[config.mk]
export PLATFORM = sky130hd
export DESIGN_NAME = irq_coalesce_ctrl
export DESIGN_NICKNAME = d
export VERILOG_FILES = /design/src/rtl/irq_coalesce_ctrl.sv
export SDC_FILE = /design/constraint.sdc
export NUM_CORES = 1
export LEC_CHECK = 0
export ABC_CLOCK_PERIOD_IN_PS = 12630
export CAP_MARGIN = 0
export CORE_UTILIZATION = 40
export CTS_BUF_LIST = sky130_fd_sc_hd__clkbuf_4
export CTS_CLUSTER_DIAMETER = 100
export DETAILED_ROUTE_END_ITERATION = 12
export GPL_ROUTABILITY_DRIVEN = 0
export MAX_ROUTING_LAYER = met4
export PLACE_DENSITY = 0.6
export SLEW_MARGIN = 40
export SYNTH_ARGS = -nofsm -noshare
export SYNTH_HDL_FRONTEND = slang
export SYNTH_SLANG_ARGS = --single-unit
export TNS_END_PERCENT = 100
[constraint.sdc]
create_clock -name clk -period 12.63 [get_ports clk]
set_clock_uncertainty 0.2 [all_clocks]
set_input_delay 2.526 -clock clk [delete_from_list [all_inputs] [get_ports clk]]
set_output_delay 2.526 -clock clk [all_outputs]
set_load 0.1 [all_outputs]
[src/rtl/irq_coalesce_ctrl.sv]
// Interrupt coalescing controller: batches event strobes into one interrupt.
// Latency: an event seen in IDLE raises irq two cycles later when the effective threshold is 1.
// Backpressure: none; the host clears irq with irq_ack, after which a holdoff window starts.
//
// Ports:
//   clk, rst            clock, synchronous active-high reset
//   cfg_en              enable; when low, new events are ignored
//   cfg_pkt_thresh      pending count that fires (0 behaves as 1)
//   cfg_timeout         ARMED cycles before a forced fire
//   cfg_holdoff         minimum extra HOLDOFF cycles after an ack
//   evt                 single-cycle event strobe
//   irq, irq_ack        interrupt level and host acknowledge
//   irq_cause           bit0 threshold, bit1 timeout (latched at fire)
//   batch_cnt           pending count captured at fire
//   pend_cnt            live pending-event count
//   irq_total, evt_drop statistics counters, present only with IRQ_COALESCE_STATS_EN
//
// Optional feature macro: IRQ_COALESCE_STATS_EN
module irq_coalesce_ctrl #(
  parameter int CNT_W = 16,
  parameter int TMO_W = 32
) (
  input  logic             clk,
  input  logic             rst,
  input  logic             cfg_en,
  input  logic [CNT_W-1:0] cfg_pkt_thresh,
  input  logic [TMO_W-1:0] cfg_timeout,
  input  logic [TMO_W-1:0] cfg_holdoff,
  input  logic             evt,
  output logic             irq,
  input  logic             irq_ack,
  output logic [1:0]       irq_cause,
  output logic [CNT_W-1:0] batch_cnt,
`ifdef IRQ_COALESCE_STATS_EN
  output logic [31:0]      irq_total,
  output logic [31:0]      evt_drop,
`endif
  output logic [CNT_W-1:0] pend_cnt
);

  localparam logic [1:0] IDLE    = 2'd0;
  localparam logic [1:0] ARMED   = 2'd1;
  localparam logic [1:0] ASSERT  = 2'd2;
  localparam logic [1:0] HOLDOFF = 2'd3;

  localparam logic [CNT_W-1:0] CNT_MAX = '1;
  localparam logic [CNT_W-1:0] CNT_ONE = {{(CNT_W-1){1'b0}}, 1'b1};
  localparam logic [TMO_W-1:0] TMO_MAX = '1;
  localparam logic [TMO_W-1:0] TMO_ONE = {{(TMO_W-1){1'b0}}, 1'b1};

  logic [1:0]       state;
  logic [TMO_W-1:0] tmr;
  logic [TMO_W-1:0] hold;

  logic             evt_ok;
  logic [CNT_W:0]   pend_sum;
  logic [CNT_W-1:0] pend_inc;
  logic [CNT_W-1:0] eff_thresh;
  logic             thr_hit;
  logic             tmo_hit;
  logic             fire;
  logic             sat_drop;
  logic [TMO_W-1:0] tmr_inc;
  logic [TMO_W-1:0] hold_inc;

  always_comb begin
    evt_ok     = evt & cfg_en;
    // One extra bit so the threshold compare sees the true sum even at saturation.
    pend_sum   = {1'b0, pend_cnt} + {{CNT_W{1'b0}}, evt_ok};
    pend_inc   = pend_sum[CNT_W] ? CNT_MAX : pend_sum[CNT_W-1:0];
    eff_thresh = (cfg_pkt_thresh == '0) ? CNT_ONE : cfg_pkt_thresh;
    thr_hit    = pend_sum >= {1'b0, eff_thresh};
    tmo_hit    = tmr >= cfg_timeout;
    fire       = (state == ARMED) && cfg_en && (thr_hit || tmo_hit);
    // An accepted event that cannot be added because the counter is full is lost.
    sat_drop   = evt_ok && (pend_cnt == CNT_MAX) && (state != IDLE);
    tmr_inc    = (tmr == TMO_MAX) ? tmr : tmr + TMO_ONE;
    hold_inc   = (hold == TMO_MAX) ? hold : hold + TMO_ONE;
  end

  always_ff @(posedge clk) begin
    if (rst) begin
      state     <= IDLE;
      irq       <= 1'b0;
      irq_cause <= 2'b00;
      batch_cnt <= '0;
      pend_cnt  <= '0;
      tmr       <= '0;
      hold      <= '0;
    end else begin
      case (state)
        IDLE: begin
          if (evt_ok) begin
            state    <= ARMED;
            pend_cnt <= CNT_ONE;
            tmr      <= '0;
          end
        end
        ARMED: begin
          if (!cfg_en) begin
            // Disabling abandons the partial batch; nothing has been signalled yet.
            state    <= IDLE;
            pend_cnt <= '0;
          end else if (fire) begin
            state     <= ASSERT;
            irq       <= 1'b1;
            irq_cause <= {tmo_hit, thr_hit};
            batch_cnt <= pend_inc;
            pend_cnt  <= '0;
          end else begin
            pend_cnt <= pend_inc;
            tmr      <= tmr_inc;
          end
        end
        ASSERT: begin
          // Events arriving while the host is servicing form the next batch.
          pend_cnt <= pend_inc;
          if (irq_ack) begin
            state <= HOLDOFF;
            irq   <= 1'b0;
            hold  <= '0;
          end
        end
        HOLDOFF: begin
          pend_cnt <= pend_inc;
          if (hold >= cfg_holdoff) begin
            state <= (pend_inc != '0) ? ARMED : IDLE;
            tmr   <= '0;
          end else begin
            hold <= hold_inc;
          end
        end
        default: state <= IDLE;
      endcase
    end
  end

`ifdef IRQ_COALESCE_STATS_EN
  always_ff @(posedge clk) begin
    if (rst) begin
      irq_total <= '0;
      evt_drop  <= '0;
    end else begin
      if (fire) irq_total <= irq_total + 32'd1;
      if ((evt && !cfg_en) || sat_drop) evt_drop <= evt_drop + 32'd1;
    end
  end
`endif

endmodule

==> results of run 1 <==
[layer usage]
metal	track usage	share of wire
met5	-	0
met4	0.0381	0.010
met3	0.0405	0.045
met2	0.340	0.47
met1	0.278	0.48
[cells in the mapped netlist (all sizes together), types with 7 or more instances]
| master | n |
|---|---|
| buf | 11 |
| xnor2 | 23 |
| and4 | 14 |
| and3 | 12 |
| a311oi | 10 |
| a21o | 11 |
| o31ai | 9 |
| inv | 97 |
| a211oi | 12 |
| nand3 | 38 |
| or4 | 13 |
| clkbuf | 23 |
| dfxtp | 101 |
| xor2 | 10 |
| nor2 | 74 |
| o211ai | 9 |
| nand2b | 7 |
| nand4 | 35 |
| nor3 | 14 |
| a22o | 12 |
| o21ai | 39 |
| a21oi | 62 |
| nor4 | 12 |
| nand2 | 62 |
| ha | 84 |
| and2 | 9 |
| or3 | 31 |
[tightest hold or removal path, cell delays in order, from the launching register on]
cell and delay [ps]:
dfxtp_1 340, nor2_1 90, a311oi_1 50
[metrics by stage]
step / area [µm²] / setup WS, ps
3_5_place_dp: 8240 / 4900
5_1_grt: 8390 / 4870
3_3_place_gp: 8390 / 4980
4_1_cts: 8380 / 5400
6_report: 8390 / 5300
2_1_floorplan: 7030 / 6350
[path summary, 6_finish.rpt]
check	end	slack, ps	depth (start not counted)
hold reg to reg	batch_cnt[4]	310	2
setup / recovery	tmr[19]	5300	18
hold / removal	batch_cnt[4]	310	2
setup reg to reg	tmr[19]	7690	16
[logic make-up after synthesis]
group / Yosys count / share of synthesized area
AOI/OAI and AO/OA: 190 / 0.181
xor gates and xnor gates: 33 / 0.0411
adders and majority gates: 84 / 0.150
buffers and inverters: 131 / 0.0726
DFF: 101 / 0.288
muxes: 6 / 0.00855
and+or+nand+nor: 335 / 0.259
[area by class of cell]
| type | instances | area [µm²] | area share |
|---|---|---|---|
| clock buffer | 11 | 82.6 | 0.00984 |
| tap | 225 | 282 | 0.0336 |
| antenna | 1 | 2.50 | 0.000298 |
| inverter | 97 | 364 | 0.0434 |
| timing repair buffer | 125 | 1060 | 0.127 |
| sequential | 101 | 2020 | 0.241 |
| clock inverter | 5 | 60.1 | 0.00716 |
| multi-input combinational | 648 | 4510 | 0.538 |
[cells in the final DEF, fill, tap and decap left out, drive strengths merged, types with 11 or more instances in the layout]
cell type,n
a22o,12
a21o,11
nand4,35
a211oi,12
nand2,62
and3,12
or4,13
ha,84
nand3,38
clkbuf,11
nor3,14
nor2,74
xnor2,23
o21ai,39
or3,31
a21oi,62
buf,41
clkdlybuf4s50,84
nor4,12
inv,98
and4,14
dfxtp,101
[power by group through the flow]
stage	Clock [mW]	Combinational (mW)	Sequential (mW)
after floorplan	0	0.0362	0.330
after global placement	0	0.0751	0.328
after detailed placement	0	0.0747	0.328
after CTS	0.190	0.0752	0.322
after global routing	0.201	0.0839	0.322
final	0.184	0.0746	0.322
[state kept, by name, summed over array words and instances (netlist names), named ones only]
name,count
hold,32
tmr,32
batch_cnt,16
pend_cnt,16
irq_cause,2
irq,1
state,1
==> flow_metrics.env, run 1 <==
export IMPL_sequentialPowerShare=0.554
export IMPL_syn_avg_cell_area_um2=7.98
export IMPL_core_region_area_um2=17200
export IMPL_critPathBufInv=2
export IMPL_worst_slew_pin_slew_ps=808
export IMPL_cts_max_path_buffers=2
export IMPL_setup_viol=0
export IMPL_status="finished clean"
export IMPL_ctsHoldBuffers=0
export IMPL_hold_path_class="reg2reg"
export IMPL_synth_edff_count=0
export IMPL_p_comb_frac=0.129
export IMPL_cpMostUsedCell="ha_1"
export IMPL_cts_num_sinks=101
export IMPL_peakVddDrop_v=0.0000366
export IMPL_synthFlopType="dfxtp_1"
export IMPL_pin_count=120
export IMPL_ant_nets=0
export IMPL_synth_area_leaders="dfxtp_1, ha_1, inv_1, a21oi_1, nor2_1"
export IMPL_clk_pin_slew_worst_paths_ps=160
export IMPL_async_reset_ff_frac=0
export IMPL_htree_levels=3
export IMPL_power_density_nw_per_um2=69.2
export IMPL_wire_per_inst_um=14.9
export IMPL_worstSetupStartpoint="cfg_en"
export IMPL_crit_chain="clkdlybuf4s50_1, and2_1, ha_1, ha_1, and3_1, and4_1, nand4_1, xor2_1, inv_1, ha_1, nand4_1, nor2_1, a221oi_1, o211ai_1, o21ai_2, nand4b_4, or4_1, a21oi_1"
export IMPL_yosysTopAreaCell="dfxtp_1"
export IMPL_yosysWarningCount=0
export IMPL_p_sw_frac=0.271
export IMPL_synth_top_cell_area_share=0.288
export IMPL_fmax_mhz=136
export IMPL_grt_remaining_overflow=0
export IMPL_p_clk_frac=0.317
export IMPL_fin_setup_tns_ps=0
export IMPL_tritoncts="built"
export IMPL_routed_via_count=6556
export IMPL_p_leak_nw=3.66
export IMPL_synthCells=880
export IMPL_dp_cells=1196
export IMPL_grt_pass1_vias=6005
export IMPL_grt_start_max_net_pins=64
export IMPL_syn_nets=1049
export IMPL_grt_setup_unrepaired="no"
export IMPL_period_needed_ps=7330
export IMPL_hold_viol=0
export IMPL_grt_pass1_wl_um=29900
export IMPL_rows=48
export IMPL_worst_setup_path_type="in2reg"
export IMPL_cts_resized=0
export IMPL_final_cells=1213
export IMPL_wl_um=18000
export IMPL_worstPathMaxFanout=63
export IMPL_post_route_period_util=0.581
export IMPL_maxCapViolCount=0
export IMPL_p_sw_mw=0.157
export IMPL_cts_buffers=9
export IMPL_r2r_start="pend_cnt[0]"
export IMPL_viasPerCell=5.40
export IMPL_seq_area_frac_synth=0.288
export IMPL_clkLatencyLatePin_ps=480
export IMPL_postCtsSetupBuffers=0
export IMPL_worstSetupEndpointType="flop"
export IMPL_critPathArrivalTime_ps=7550
export IMPL_die_y_um=135
export IMPL_numPortBuffers=119
export IMPL_antenna_found_initial=1
export IMPL_drt_initial_drc_count=358
export IMPL_finalMaxSlewViolations=0
export IMPL_intPower_mw=0.423
export IMPL_synth_seq_cells=101
export IMPL_root_buffer="clkbuf_4"
export IMPL_crit_path_top_delay_cell="or4_1"
export IMPL_initial_utilization=0.408
export IMPL_die_w_um=135
export IMPL_synthDistinctLibCells=66
export IMPL_post_dp_hpwl_um=13700
export IMPL_slowest_delay_ps=700
export IMPL_die_area_um2=18100
export IMPL_relSlewSlack=0.459
export IMPL_total_power_mw=0.580
export IMPL_crit_path_start_kind="input pin"
export IMPL_drcViolationCount=0
export IMPL_cp_required_ps=12840
export IMPL_holdCritStartpoint="batch_cnt[4]"
export IMPL_drive_gt1_frac=0.0790
export IMPL_layout_nets=1151
export IMPL_dr_pass1_iters=5
export IMPL_syn_area_um2=7030
export IMPL_nFillCells=1717
export IMPL_cp_top_family="simple AND/OR/NAND/NOR gates"
export IMPL_post_route_util=0.487
export IMPL_area_growth_pct=19.4
export IMPL_whs_ps=310
export IMPL_grt_total_usage=0.211
No activity file was read; power rests on OpenSTA's default activity.
==> run 2: changes to the inputs <==
--- a/config.mk
+++ b/config.mk
@@ -5,7 +5,7 @@
 export SDC_FILE = /design/constraint.sdc
 export NUM_CORES = 1
 export LEC_CHECK = 0
-export ABC_CLOCK_PERIOD_IN_PS = 12630
+export ABC_CLOCK_PERIOD_IN_PS = 5900
 export CAP_MARGIN = 0
 export CORE_UTILIZATION = 40
 export CTS_BUF_LIST = sky130_fd_sc_hd__clkbuf_4
@@ -13,7 +13,7 @@
 export DETAILED_ROUTE_END_ITERATION = 12
 export GPL_ROUTABILITY_DRIVEN = 0
 export MAX_ROUTING_LAYER = met4
-export PLACE_DENSITY = 0.6
+export PLACE_DENSITY = 0.62
 export SLEW_MARGIN = 40
 export SYNTH_ARGS = -nofsm -noshare
 export SYNTH_HDL_FRONTEND = slang
==> constraint.sdc (replaced) <==
create_clock -name clk -period 5.9 [get_ports clk]
set_clock_uncertainty 0.2 [all_clocks]
set_input_delay 1.18 -clock clk [delete_from_list [all_inputs] [get_ports clk]]
set_output_delay 1.18 -clock clk [all_outputs]
set_load 0.1 [all_outputs]
==> flow_metrics.env, run 2 (synthesized netlist as in run 1, its figures left out) <==
export IMPL_nFillCells=1696
export IMPL_status="finished clean"
export IMPL_drcViolationCount=0
export IMPL_whs_ps=297
export IMPL_tritoncts="built"
export IMPL_wire_per_inst_um=14.8
export IMPL_cts_num_sinks=101
export IMPL_reg_top3="hold x32, tmr x32"
export IMPL_finalMaxSlewViolations=0
export IMPL_area_growth_pct=20.7
export IMPL_post_route_period_util=0.893
export IMPL_worst_r2r_cell_count=17
export IMPL_post_dp_hpwl_um=13800
export IMPL_layout_nets=1161
export IMPL_root_buffer="clkbuf_4"
export IMPL_cpMostUsedCell="ha_1"
export IMPL_critPathBufInv=3
export IMPL_cp_top_family="simple AND/OR/NAND/NOR gates"
export IMPL_crit_cells=19
export IMPL_r2r_start="pend_cnt[0]"
export IMPL_p_leak_nw=3.71
export IMPL_antenna_found_initial=1
export IMPL_reg2reg_slack_ps=1480
export IMPL_rr_endpoint="tmr[5]"
export IMPL_htree_levels=3
export IMPL_postCtsSetupBuffers=0
export IMPL_ant_nets=0
export IMPL_rows=48
export IMPL_wl_um=18100
export IMPL_worstSetupEndpointType="flop"
export IMPL_grt_remaining_overflow=0
export IMPL_grt_setup_unrepaired="no"
export IMPL_period_needed_ps=5270
export IMPL_ctsHoldBuffers=0
export IMPL_maxCapViolCount=0
export IMPL_cts_buffers=9
export IMPL_final_common_cell="dfxtp_1"
export IMPL_peakVddDrop_v=0.0000857
export IMPL_relSlewSlack=0.449
export IMPL_hold_path_class="reg2reg"
export IMPL_die_area_um2=18100
export IMPL_fmax_mhz=190
export IMPL_die_w_um=135
export IMPL_critPathArrivalTime_ps=5530
export IMPL_worst_setup_path_type="in2reg"
export IMPL_crit_chain="clkdlybuf4s50_1, and2_1, ha_1, ha_1, and3_1, and4_1, nand2_1, xor2_1, inv_1, ha_1, nand4_1, nor2_1, a221oi_1, o211ai_1, o21ai_2, nand4b_4, buf_12, or4_1, a21oi_1"
export IMPL_slowest_delay_ps=510
export IMPL_viasPerCell=5.47
export IMPL_grt_pass1_wl_um=29400
export IMPL_setup_viol=0
export IMPL_drive_gt1_frac=0.0893
export IMPL_die_y_um=135
export IMPL_worstPathMaxFanout=63
export IMPL_grt_start_max_net_pins=64
export IMPL_initial_utilization=0.408
export IMPL_cp_required_ps=6170
export IMPL_worst_slew_pin_slew_ps=824
export IMPL_layout_common_cells="dfxtp_1, inv_1, ha_1, clkdlybuf4s50_1, nor2_1"
export IMPL_grt_total_usage=0.208
export IMPL_dr_pass1_iters=5
export IMPL_drt_initial_drc_count=391
export IMPL_core_region_area_um2=17200
export IMPL_crit_path_start_kind="input pin"
export IMPL_grt_pass1_vias=5942
export IMPL_pin_count=120
export IMPL_crit_path_top_delay_cell="clkdlybuf4s50_1"
export IMPL_worstSetupStartpoint="cfg_en"
export IMPL_clkLatencyLatePin_ps=520
export IMPL_cp_endpoint="tmr[5]"
export IMPL_cts_max_path_buffers=2
export IMPL_hold_viol=0
export IMPL_cts_resized=0
export IMPL_routed_via_count=6684
export IMPL_power_density_nw_per_um2=146
export IMPL_fin_setup_tns_ps=0
export IMPL_clk_pin_slew_worst_paths_ps=200
export IMPL_numPortBuffers=119
## run 2: changes by cell type in the layout (fill, tap and decap cells not counted), sizes merged
cell      previous run  this run
clkinvlp             2         0
clkbuf              11         9
clkinv               1         3
buf                 41        51
bufinv               1         0
inv                 98       101
## run 2: per-stage QoR
stage,area (µm²),total power [mW],cells,util,setup slack [ps]
finish,8480,1.24,1223,0.492,632
global placement,8500,0.866,1206,0.493,311
CTS,8480,1.25,1222,0.492,725
detailed placement,8330,0.867,1206,0.484,173
floorplan,7030,0.784,880,-,970
global route,8480,1.29,1223,0.492,288
## run 2: worst min path at each step
| stage | end | from | depth (start not counted) |
|---|---|---|---|
| 5_1_grt | irq | irq | 2 |
| 4_1_cts | irq | irq | 2 |
| 3_5_place_dp | irq | irq | 2 |
| 3_3_place_gp | irq | irq | 2 |
| 2_1_floorplan | tmr[31] | tmr[31] | 2 |
| 6_report | irq | irq | 2 |
## run 2: power breakdown
part	internal (mW)	switching (mW)	total, mW
sequential	0.685	0.00456	0.690
combinational	0.0832	0.0799	0.163
clock	0.102	0.282	0.384
total	0.870	0.366	1.24
## run 2: per-layer routing
metal	vias up	track usage	wire, µm
met3	22	0.0244	596
met2	117	0.327	8220
met5	-	-	0
li1	3434	-	-
met1	3111	0.277	8960
met4	0	0.0687	338
## run 2: area by class of cell
cell class / count / area [µm²] / share of cell area
clock inverters: 7 / 76.3 / 0.00900
well taps: 225 / 282 / 0.0332
repair buffers: 135 / 1160 / 0.137
clock buffers: 9 / 67.6 / 0.00796
inverters: 97 / 364 / 0.0429
diodes: 1 / 2.50 / 0.000295
multi-input cells: 648 / 4510 / 0.531
flip-flops and latches: 101 / 2020 / 0.238
## run 2: worst reg2reg max path: stages, from the launching register on
cell      delay, ps
dfxtp_1         480
ha_1            250
ha_1            170
and3_1          210
and4_1          280
nand2_1         120
xor2_1          280
inv_1            80
ha_1            320
nand4_1         150
nor2_1           60
a221oi_1        280
o211ai_1        180
o21ai_2         300
nand4b_4        140
buf_12          210
or4_1           500
a21oi_1         160
==> run 3: changes to the inputs <==
--- a/config.mk
+++ b/config.mk
@@ -7,13 +7,15 @@
 export LEC_CHECK = 0
 export ABC_CLOCK_PERIOD_IN_PS = 5900
 export CAP_MARGIN = 0
-export CORE_UTILIZATION = 40
+export CELL_PAD_IN_SITES_DETAIL_PLACEMENT = 1
+export CELL_PAD_IN_SITES_GLOBAL_PLACEMENT = 1
+export CORE_UTILIZATION = 35
 export CTS_BUF_LIST = sky130_fd_sc_hd__clkbuf_4
 export CTS_CLUSTER_DIAMETER = 100
 export DETAILED_ROUTE_END_ITERATION = 12
 export GPL_ROUTABILITY_DRIVEN = 0
 export MAX_ROUTING_LAYER = met4
-export PLACE_DENSITY = 0.62
+export PLACE_DENSITY = 0.73
 export SLEW_MARGIN = 40
 export SYNTH_ARGS = -nofsm -noshare
 export SYNTH_HDL_FRONTEND = slang
==> flow_metrics.env, run 3 (synthesized netlist as in run 1, its figures left out) <==
export IMPL_cp_required_ps=6120
export IMPL_worst_slack_ps=593
export IMPL_root_buffer="clkbuf_4"
export IMPL_post_route_util=0.437
export IMPL_p_comb_frac=0.135
export IMPL_whs_path_depth=2
export IMPL_status="finished clean"
export IMPL_cts_buffers=9
export IMPL_rows=51
export IMPL_numPortBuffers=119
export IMPL_layout_nets=1164
export IMPL_sequentialPowerShare=0.550
export IMPL_p_leak_nw=3.72
export IMPL_grt_pass1_wl_um=33400
export IMPL_crit_chain="clkdlybuf4s50_1, and2_1, ha_1, ha_1, and3_1, and4_1, nand4_1, xor2_1, inv_1, ha_1, nand4_1, nor2_1, a221oi_1, o211ai_1, o21ai_2, nand4b_4, buf_12, or4b_1, a21oi_1"
export IMPL_worst_setup_path_type="in2reg"
export IMPL_fin_setup_tns_ps=0
export IMPL_tritoncts="built"
export IMPL_drcViolationCount=0
export IMPL_finish_instance_area_um2=8570
export IMPL_grt_pass1_vias=6605
export IMPL_drt_initial_drc_count=222
export IMPL_die_w_um=144
export IMPL_nFillCells=2417
export IMPL_grt_start_max_net_pins=64
export IMPL_ctsHoldBuffers=0
export IMPL_core_region_area_um2=19600
export IMPL_area_growth_pct=21.9
export IMPL_cpMostUsedCell="ha_1"
export IMPL_wire_per_inst_um=16.2
export IMPL_pin_count=120
export IMPL_worst_r2r_cell_count=17
export IMPL_reg_top3="hold x32, tmr x32"
export IMPL_clk_pin_slew_worst_paths_ps=180
export IMPL_routed_via_count=6821
export IMPL_cts_max_path_buffers=2
export IMPL_viasPerCell=5.39
export IMPL_placed_area_um2=8400
export IMPL_total_power_mw=1.25
export IMPL_peakVddDrop_v=0.0000903
export IMPL_worstSetupEndpointType="flop"
export IMPL_hold_viol=0
export IMPL_slowest_delay_ps=500
export IMPL_crit_cells=19
export IMPL_critPathArrivalTime_ps=5530
export IMPL_p_sw_mw=0.350
export IMPL_dr_pass1_iters=4
export IMPL_hold_path_class="reg2reg"
export IMPL_htree_levels=3
export IMPL_relSlewSlack=0.501
export IMPL_pre_cts_slack_ps=106
export IMPL_intPower_mw=0.903
export IMPL_cp_top_family="simple AND/OR/NAND/NOR gates"
export IMPL_fmax_mhz=188
export IMPL_die_y_um=144
export IMPL_grt_setup_unrepaired="no"
export IMPL_post_route_period_util=0.900
export IMPL_post_dp_hpwl_um=16300
export IMPL_worstPathMaxFanout=63
export IMPL_final_common_cell="dfxtp_1"
export IMPL_wl_um=20500
export IMPL_initial_utilization=0.359
export IMPL_grt_total_usage=0.212
export IMPL_clkLatencyLatePin_ps=500
export IMPL_setup_viol=0
export IMPL_ant_nets=0
export IMPL_cts_resized=0
export IMPL_maxCapViolCount=0
export IMPL_die_area_um2=20600
export IMPL_finalMaxSlewViolations=0
export IMPL_crit_path_top_delay_cell="clkdlybuf4s50_1"
export IMPL_power_density_nw_per_um2=146
export IMPL_period_needed_ps=5310
export IMPL_p_sw_frac=0.279
export IMPL_drive_gt1_frac=0.0930
export IMPL_crit_path_start_kind="input pin"
export IMPL_antenna_found_initial=1
export IMPL_critPathBufInv=3
export IMPL_worst_slew_pin_slew_ps=739
export IMPL_layout_common_cells="dfxtp_1, inv_1, ha_1, clkdlybuf4s50_1, nor2_1"
export IMPL_postCtsSetupBuffers=0
export IMPL_p_clk_frac=0.315
export IMPL_cts_num_sinks=101
export IMPL_grt_remaining_overflow=0
==> run 3: power groups by stage <==
stage | clock network [mW] | logic (mW) | registers (mW)
floorplan | 0 | 0.0774 | 0.706
global placement | 0 | 0.167 | 0.703
detailed placement | 0 | 0.170 | 0.704
CTS | 0.409 | 0.171 | 0.689
global route | 0.442 | 0.187 | 0.690
finish | 0.395 | 0.169 | 0.689
==> run 3: worst reg2reg max path: cells and delay by family (launching register included) <==
kind	cells	cell delay, ps
fa+ha+maj	3	780
compound gates	4	930
simple gates	7	1460
xor+xnor	1	200
flops	1	450
buf+inv	2	310
==> run 3: path summary, 6_finish.rpt <==
kind | startpoint | to | slack, ps
setup / recovery | cfg_en | tmr[31] | 590
setup reg to reg | pend_cnt[0] | tmr[31] | 1480
hold reg to reg | irq | irq | 300
hold / removal | irq | irq | 300
==> run 3: area by class of cell <==
class,count,area (µm²),area share
Antenna cell,1,2.50,0.000292
Clock buffer,9,67.6,0.00789
Clock inverter,7,82.6,0.00964
Inverter,97,364,0.0425
Multi-Input combinational cell,648,4510,0.527
Sequential cell,101,2020,0.236
Tap cell,265,332,0.0387
Timing Repair Buffer,138,1180,0.138
==> run 3: through the flow <==
step	hold WS [ps]	cells
6_report	297	1266
2_1_floorplan	258	880
4_1_cts	303	1265
3_5_place_dp	266	1249
5_1_grt	320	1266
3_3_place_gp	251	1249
==> run 3: routing by layer <==
| metal | routed length (µm) | part of all wire | track usage |
|---|---|---|---|
| met3 | 595 | 0.029 | 0.0313 |
| met5 | 0 | 0 | - |
| met2 | 9810 | 0.48 | 0.348 |
| met1 | 9940 | 0.48 | 0.274 |
| met4 | 204 | 0.0099 | 0.0454 |
